### src/rtl/out_port_uart.sv
// out_port_uart
//   Output peripheral beside the SAP-2 core. Every change of the core's
//   accumulator output (A_IN) is queued in a small FIFO. Queued bytes are
//   sent as 8N1 UART frames on TX: start bit, 8 data bits LSB first, stop bit.
//
// Parameters
//   CLKS_PER_BIT  CLK cycles per UART bit (>=2)
//   FIFO_DEPTH    FIFO entries (power of two, >=2)
//
// Ports
//   CLK       in   system clock, rising edge
//   RST_N     in   asynchronous active-low reset
//   EN        in   1 = queue changes of A_IN; 0 = track A_IN without queuing
//   A_IN      in   accumulator value from the core
//   TX        out  UART serial output, idle high, driven from a flop
//   BUSY      out  FIFO non-empty or a frame in flight
//   FULL      out  FIFO full
//   OVERFLOW  out  sticky: a change was dropped because the FIFO was full
//   LEVEL     out  FIFO occupancy, 0..FIFO_DEPTH
module out_port_uart #(
   parameter int unsigned CLKS_PER_BIT = 16,
   parameter int unsigned FIFO_DEPTH   = 4
) (
   input  logic                          CLK,
   input  logic                          RST_N,
   input  logic                          EN,
   input  logic [7:0]                    A_IN,
   output logic                          TX,
   output logic                          BUSY,
   output logic                          FULL,
   output logic                          OVERFLOW,
   output logic [$clog2(FIFO_DEPTH):0]   LEVEL
);

   localparam int unsigned PTR_W = $clog2(FIFO_DEPTH);
   localparam int unsigned LVL_W = PTR_W + 1;
   localparam int unsigned CNT_W = $clog2(CLKS_PER_BIT);

   typedef enum logic [1:0] {IDLE, START, DATA, STOP} state_t;

   state_t             state;
   logic [7:0]         prev_a;
   logic [7:0]         mem [FIFO_DEPTH];
   logic [PTR_W-1:0]   wr_ptr;
   logic [PTR_W-1:0]   rd_ptr;
   logic [LVL_W-1:0]   level;
   logic [CNT_W-1:0]   baud_cnt;
   logic [2:0]         bit_cnt;
   logic [7:0]         shift;
   logic               tx_q;
   logic               push;
   logic               pop;
   logic               wr_en;
   logic               full;
   logic               baud_end;

   assign full     = (level == LVL_W'(FIFO_DEPTH));
   assign baud_end = (baud_cnt == CNT_W'(CLKS_PER_BIT - 1));
   assign push     = EN && (A_IN != prev_a);
   // A push into a full FIFO still succeeds when the FSM frees a slot at the same edge.
   assign wr_en    = push && (!full || pop);

   // Pops look at the registered level only, so a value written at edge k
   // cannot leave the FIFO before edge k+1.
   always_comb begin
      pop = 1'b0;
      if (level != '0) begin
         case (state)
            IDLE:    pop = 1'b1;
            STOP:    pop = baud_end;
            default: pop = 1'b0;
         endcase
      end
   end

   // FIFO storage carries no reset; contents are meaningless once pointers clear.
   always_ff @(posedge CLK) begin
      if (wr_en) mem[wr_ptr] <= A_IN;
   end

   always_ff @(posedge CLK or negedge RST_N) begin
      if (!RST_N) begin
         prev_a   <= '0;
         wr_ptr   <= '0;
         rd_ptr   <= '0;
         level    <= '0;
         OVERFLOW <= 1'b0;
      end else begin
         prev_a <= A_IN;
         if (wr_en) wr_ptr <= wr_ptr + 1'b1;
         if (pop)   rd_ptr <= rd_ptr + 1'b1;
         case ({wr_en, pop})
            2'b10:   level <= level + 1'b1;
            2'b01:   level <= level - 1'b1;
            default: level <= level;
         endcase
         if (push && full && !pop) OVERFLOW <= 1'b1;
      end
   end

   always_ff @(posedge CLK or negedge RST_N) begin
      if (!RST_N) begin
         state    <= IDLE;
         tx_q     <= 1'b1;
         baud_cnt <= '0;
         bit_cnt  <= '0;
         shift    <= '0;
      end else begin
         case (state)
            IDLE: begin
               tx_q <= 1'b1;
               if (pop) begin
                  shift    <= mem[rd_ptr];
                  tx_q     <= 1'b0;
                  baud_cnt <= '0;
                  state    <= START;
               end
            end
            START: begin
               if (baud_end) begin
                  baud_cnt <= '0;
                  bit_cnt  <= '0;
                  tx_q     <= shift[0];
                  state    <= DATA;
               end else begin
                  baud_cnt <= baud_cnt + 1'b1;
               end
            end
            DATA: begin
               if (baud_end) begin
                  baud_cnt <= '0;
                  shift    <= shift >> 1;
                  if (bit_cnt == 3'd7) begin
                     tx_q  <= 1'b1;
                     state <= STOP;
                  end else begin
                     bit_cnt <= bit_cnt + 1'b1;
                     // shift[1] is the bit that lands in shift[0] at this edge.
                     tx_q    <= shift[1];
                  end
               end else begin
                  baud_cnt <= baud_cnt + 1'b1;
               end
            end
            STOP: begin
               if (baud_end) begin
                  baud_cnt <= '0;
                  if (pop) begin
                     shift <= mem[rd_ptr];
                     tx_q  <= 1'b0;
                     state <= START;
                  end else begin
                     state <= IDLE;
                  end
               end else begin
                  baud_cnt <= baud_cnt + 1'b1;
               end
            end
            default: state <= IDLE;
         endcase
      end
   end

   assign TX    = tx_q;
   assign FULL  = full;
   assign LEVEL = level;
   // Derived only from flops; TX itself never passes through this logic.
   assign BUSY  = (level != '0) || (state != IDLE);

endmodule
### config.mk
export PLATFORM = sky130hd
export DESIGN_NAME = out_port_uart
export DESIGN_NICKNAME = d
export VERILOG_FILES = /design/src/rtl/out_port_uart.sv
export SDC_FILE = /design/constraint.sdc
export NUM_CORES = 1
export LEC_CHECK = 0
export CAP_MARGIN = 15
export CORE_ASPECT_RATIO = 1.5
export CORE_MARGIN = 4
export CORE_UTILIZATION = 40
export DETAILED_ROUTE_END_ITERATION = 10
export HOLD_SLACK_MARGIN = 0.05
export SYNTH_ARGS = -nofsm -noshare
export SYNTH_HDL_FRONTEND = slang
export SYNTH_SLANG_ARGS = --single-unit
### constraint.sdc
create_clock -name CLK -period 5.45 [get_ports CLK]
set_input_delay 0.8175 -clock CLK [delete_from_list [all_inputs] [get_ports CLK]]
set_output_delay 0.8175 -clock CLK [all_outputs]
set_load 0.005 [all_outputs]
# == Word-level counts from Yosys, hierarchy flattened ==
# Memories as Yosys holds them, arrays and structs flattened.
# Cells that the tools add are included.
# op_classes
addsub,6
eq_ne,16
n_mux,30
reduce_logical,19
# op_table
op,n
$mux 8,3
$pmux 8 s3,1
$ne 2x2->1 const B,7
$pmux 3 s2,2
$mux 1,10
$mux 2,5
$mux 3,3
$mux 4,2
$ne 8x8->1,1
$pmux 2 s4,1
$pmux 4 s2,1
$reduce_and 4->1,2
$add 3x1->3 const B,2
$eq 2x2->1 const B,3
$eq 3x3->1 const B,2
$reduce_bool 2->1,3
$reduce_bool 3->1,2
$reduce_and 5->1,1
$add 2x1->2 const B,2
$add 4x1->4 const B,1
$eq 2x1->1 const B,2
$eq 4x4->1 const B,1
$logic_and 1x1->1,4
$pmux 1 s4,1
7 further kinds,9
# totals
reg_bits,34
mem_bits_rw,32
in_bits,11
out_inout_bits,7
elab_cells,82
mem_count,1
# mem_list
memory,depth,word_bits,read_ports,rd_clocked_by_memory_dff,write_ports,line,rtl
mem,4,8,1,0,1,43,logic [7:0] mem [FIFO_DEPTH];

# == Longest topological paths before layout ==
# depth
word_depth,7
mapped_depth,11
ltp_nobuf,10

# == Least setup slack after synthesis ==
# OpenSTA, ideal clock, no wires.
# synth_path
path_type,reg-to-reg
start,reg state[0]
end,"reg level[2], in the netlist LEVEL[2]"
setup_time_ns,0.125
arrival_ns,2.236
required_time_ns,5.325
slack_ns,3.089
path_stages_with_launch,12
n_path_buf,1
synth_period_minus_slack_ns,2.361
cell_sequence,dfrtp_1 inv_1 ha_1 buf_2 nor2_1 a2111oi_4 nand2_1 fa_1 inv_1 o211ai_1 a2bb2oi_2 xnor2_1
# synth_between
elab_chain_len,7
elab_cells_between_ends,10
classes_between,eq/ne (3); mux (3); reduce/logical (4)
# synth_lines
item,line,rtl
"start, declared",41,state_t state;
"start signal, assigned",103,state <= IDLE;
"start signal, assigned",116,state <= START;
"start signal, assigned",124,state <= DATA;
$eq 2x2->1 or $logic_not 2->1 (tied branches),68,case (state)
$pmux 1 s2 *,68,
$mux 1 *,67,if (level != '0) begin
$logic_or 1x1->1,61,assign wr_en = push && (!full || pop);
$logic_and 1x1->1,61,
$eq 2x1->1 or $eq 2x2->1 (tied branches),92,"case ({wr_en, pop})"
$pmux 3 s2 or $reduce_bool 2->1 (tied branches),n/a,
"end signal, assigned",93,2'b10: level <= level + 1'b1;
"end signal, assigned",94,2'b01: level <= level - 1'b1;
"end signal, assigned",95,default: level <= level;
"end, declared",46,logic [LVL_W-1:0] level;
# Mark *: on every way between the ends. The rest lies on a longest branch, timed or not.
# A chain may end at the register's enable or synchronous reset.

# == Worst setup path in the final report ==
# Same ends and word-level chain as after synthesis.

==> qor.json <==
{
  "floorplanning": {
    "die_height_um": 114,
    "die-area_um2": 8950,
    "num_rows": 38,
    "placeableCoreArea_um2": 7270,
    "design.portCount": 18,
    "die_width_um": 78.6,
    "start_util_pct": 41.1
  },
  "clock_tree": {
    "insertion_delay_ps": 340,
    "htreeDepth": 3,
    "cts_tree": "built",
    "post_cts.resized_instances": 0,
    "ctsHoldBuffers": 0,
    "worst_setup_hold_path_clk_slew_ps": 70,
    "cts.sinks": 66,
    "postCtsSetupRepairBufs": 0,
    "total_cts_buffers": 9,
    "cts_root_buf": "sky130_fd_sc_hd__clkbuf_8",
    "clock_path_buffers": 2
  },
  "logic_synthesis": {
    "syn-cell-area_um2": 2990,
    "synth_seq_cells": 66,
    "yosysWarnings": 0,
    "synthDistinctLibCells": 46,
    "synth_top_area_share_pct": 32.1,
    "dominantRegCellSynth": "sky130_fd_sc_hd__dfrtp_1",
    "yosysSeqAreaShare_pct": 60.7,
    "synthArstFlopShare_pct": 51.5,
    "syn_area_per_cell_um2": 14.2,
    "postSynthNetCount": 233,
    "netlist_instances": 210,
    "synth_top_cells_by_area": "sky130_fd_sc_hd__edfxtp_1 32%, sky130_fd_sc_hd__dfrtp_1 28%, sky130_fd_sc_hd__mux4_2 6.0%",
    "synth_edf_count": 32,
    "most_area_hungry_cell_type_in_the_yosys_netlist": "sky130_fd_sc_hd__edfxtp_1"
  },
  "power": {
    "power.leakage_nw": 1.34,
    "ir_drop_uv": 232,
    "cellPowerDensity_nw_per_um2": 363,
    "p_total_w": 0.00126
  },
  "critical_path": {
    "cp_max_fo": 18,
    "worstPathCellList": "inv_1, ha_1, nor2_1, a2111oi_4, nand2_1, fa_1, inv_1, o211ai_1, a2bb2oi_2, xnor2_1",
    "r2r_setup_slack_ps": 2500,
    "start_kind": "register",
    "timing_worst_setup_path_type": "reg2reg",
    "critical_path.slowest_cell": "sky130_fd_sc_hd__a2111oi_4",
    "cp_data_required_time_ps": 5670,
    "crit_buf_inv": 2,
    "cpMostUsedCell": "sky130_fd_sc_hd__inv_1",
    "timing.critical_path.to_type": "register",
    "worst_endpoint_data_arrival_time_ps": 3170,
    "critPathMaxStageDelay_ps": 590,
    "critical_path.top_delay_family": "adder cells"
  },
  "placement": {
    "postPlaceCellArea_um2": 3250,
    "placement.io_buffers": 17,
    "place.gp.congestion": 0.717,
    "detailed_place_hpwl_mm": 3.39
  },
  "finish": {
    "layout.cell_area.non_filler_um2": 3460,
    "flow.area_growth_from_synthesis_pct": 15.9,
    "number_of_antenna_cells_inserted": 0,
    "final_util_pct": 47.6,
    "fin_nets": 255,
    "filler_cell_count": 661,
    "most_common_library_cell_in_the_layout_ignoring_fill_and_taps": "sky130_fd_sc_hd__dfrtp_1",
    "mostFrequentLayoutCells": "33 x sky130_fd_sc_hd__dfrtp_1, 32 x sky130_fd_sc_hd__edfxtp_1, 19 x sky130_fd_sc_hd__nand2_1",
    "drive_gt1_share_pct": 16.5
  },
  "job": {
    "maxCapViolations": 0
  },
  "timing": {
    "worstMarginPinSlew_ps": 914,
    "finalSetupViolCount": 0,
    "whs_ps": 485,
    "timing.fmax_mhz": 339,
    "report.final.hold_viol_count": 0,
    "final_min_period_over_clock_period_pct": 54.1,
    "final_period_minus_worst_setup_slack_ps": 2950,
    "maxSlewHeadroom_pct": 38.6,
    "finalMaxSlewViolations": 0,
    "timing.clock.skew_ps": 4.94,
    "tns_ps": 0,
    "rsz0062_at_grt": "no"
  },
  "global_routing": {
    "grt-ovfl-total": 0,
    "grt_first_pass_wirelength_mm": 8.42,
    "vias_in_the_first_global_route": 1709,
    "number_of_antenna_violations_at_the_first_check_in_global_routing": 0,
    "grt_max_degree": 35,
    "grt.total_usage_pct": 12.6
  },
  "outcome": {
    "status": "complete, no violations"
  },
  "route": {
    "postRouteAntennaNets": 0,
    "route.final.wire_length_mm": 4.91,
    "drt_iter0_markers": 86,
    "first_pass_iters": 4,
    "avgViaCountPerCell": 4.91,
    "routed_wire_length_per_instance_um": 14.6,
    "detail_route.drc_violations": 0,
    "dr_total_vias": 1654
  },
  "worst_hold_path": {
    "min-delay-path-class": "reg2reg"
  }
}
cell usage after synthesis, types with 2 or more instances:
cell                       instances
sky130_fd_sc_hd__nor3_2            2
sky130_fd_sc_hd__o21ai_0          11
sky130_fd_sc_hd__mux2_2            3
sky130_fd_sc_hd__and2_1            6
sky130_fd_sc_hd__buf_2             3
sky130_fd_sc_hd__dfrtp_1          33
sky130_fd_sc_hd__nor2_1            3
sky130_fd_sc_hd__a21oi_1           7
sky130_fd_sc_hd__a22o_1            5
sky130_fd_sc_hd__nand2_1          19
sky130_fd_sc_hd__xnor2_1          14
sky130_fd_sc_hd__ha_1             11
sky130_fd_sc_hd__mux4_2            8
sky130_fd_sc_hd__o21ai_1           3
sky130_fd_sc_hd__nand4_1           2
sky130_fd_sc_hd__or2_2             2
sky130_fd_sc_hd__mux2i_1           7
sky130_fd_sc_hd__edfxtp_1         32
sky130_fd_sc_hd__inv_1             8
sky130_fd_sc_hd__o22ai_1           3
sky130_fd_sc_hd__o21ai_2           2
sky130_fd_sc_hd__clkbuf_1          2
where the power goes:
group	internal (W)	leakage, nW	switching, W
combinational	0.0000948	0.538	0.0000965
clock	0.000255	0.106	0.000179
sequential	0.000599	0.701	0.0000317
layer usage:
layer / routed length, um / global-route usage, % / part of all wire, %
met1: 2060 / 14.9 / 42
met2: 2590 / 20.9 / 53
met3: 119 / 3.08 / 2.4
met4: 130 / 7.23 / 2.6
met5: 0 / 0 / 0
flip-flops by register name, indices dropped and copies added (netlist names):
name,count
TX,1
LEVEL,3
shift,8
mem,32
baud_cnt,4
bit_cnt,3
rd_ptr,2
wr_ptr,2
prev_a,8
OVERFLOW,1
state,2
final cells by class:
class	instances	area, um^2	area share (%)
Clock buffer	10	128	3.68
Clock inverter	6	82.6	2.38
Inverter	8	30.0	0.867
Multi-Input combinational cell	130	1120	32.3
Sequential cell	66	1810	52.3
Tap cell	100	125	3.61
Timing Repair Buffer	17	165	4.77
stage by stage:
step | worst slack (ps) | std cells
6_report | 2500 | 337
5_1_grt | 2250 | 337
4_1_cts | 2480 | 337
3_5_place_dp | 2240 | 321
3_3_place_gp | 2320 | 321
2_1_floorplan | 3090 | 210
path summary, 6_finish.rpt:
check	to	cells past startpoint	from
setup / recovery	LEVEL[2]$_DFFE_PN0P_	10	state[0]$_DFFE_PN0P_
hold / removal	shift[3]$_DFFE_PN0P_	2	shift[3]$_DFFE_PN0P_
setup reg to reg	LEVEL[2]$_DFFE_PN0P_	10	state[0]$_DFFE_PN0P_
hold reg to reg	shift[3]$_DFFE_PN0P_	2	shift[3]$_DFFE_PN0P_
max in group asynchronous	prev_a[4]$_DFF_PN0_	1	RST_N
min in group asynchronous	OVERFLOW$_DFFE_PN0P_	1	RST_N
kinds of logic (layout without fill, tap and decap cells):
group	count (synthesis)	after routing	share of synthesized area, %
DFF	66	66	60.7
muxes	19	19	9.88
buffers and inverters	14	41	1.88
xor gates and xnor gates	15	15	4.40
AOI/OAI and AO/OA	41	41	9.92
adders and majority gates	12	12	5.27
and+or+nand+nor	43	43	8.00
worst register-to-register path, delay by kind of cell (launching register included):
kind / cells / cell delay (ps)
XOR/XNOR: 1 / 130
AND/OR/NAND/NOR: 2 / 330
AO/OA/AOI/OAI: 3 / 830
adder cells (fa/ha/maj): 2 / 940
flip-flops: 1 / 430
buffers and inverters: 2 / 180
Power figures use the tool's default switching activity.
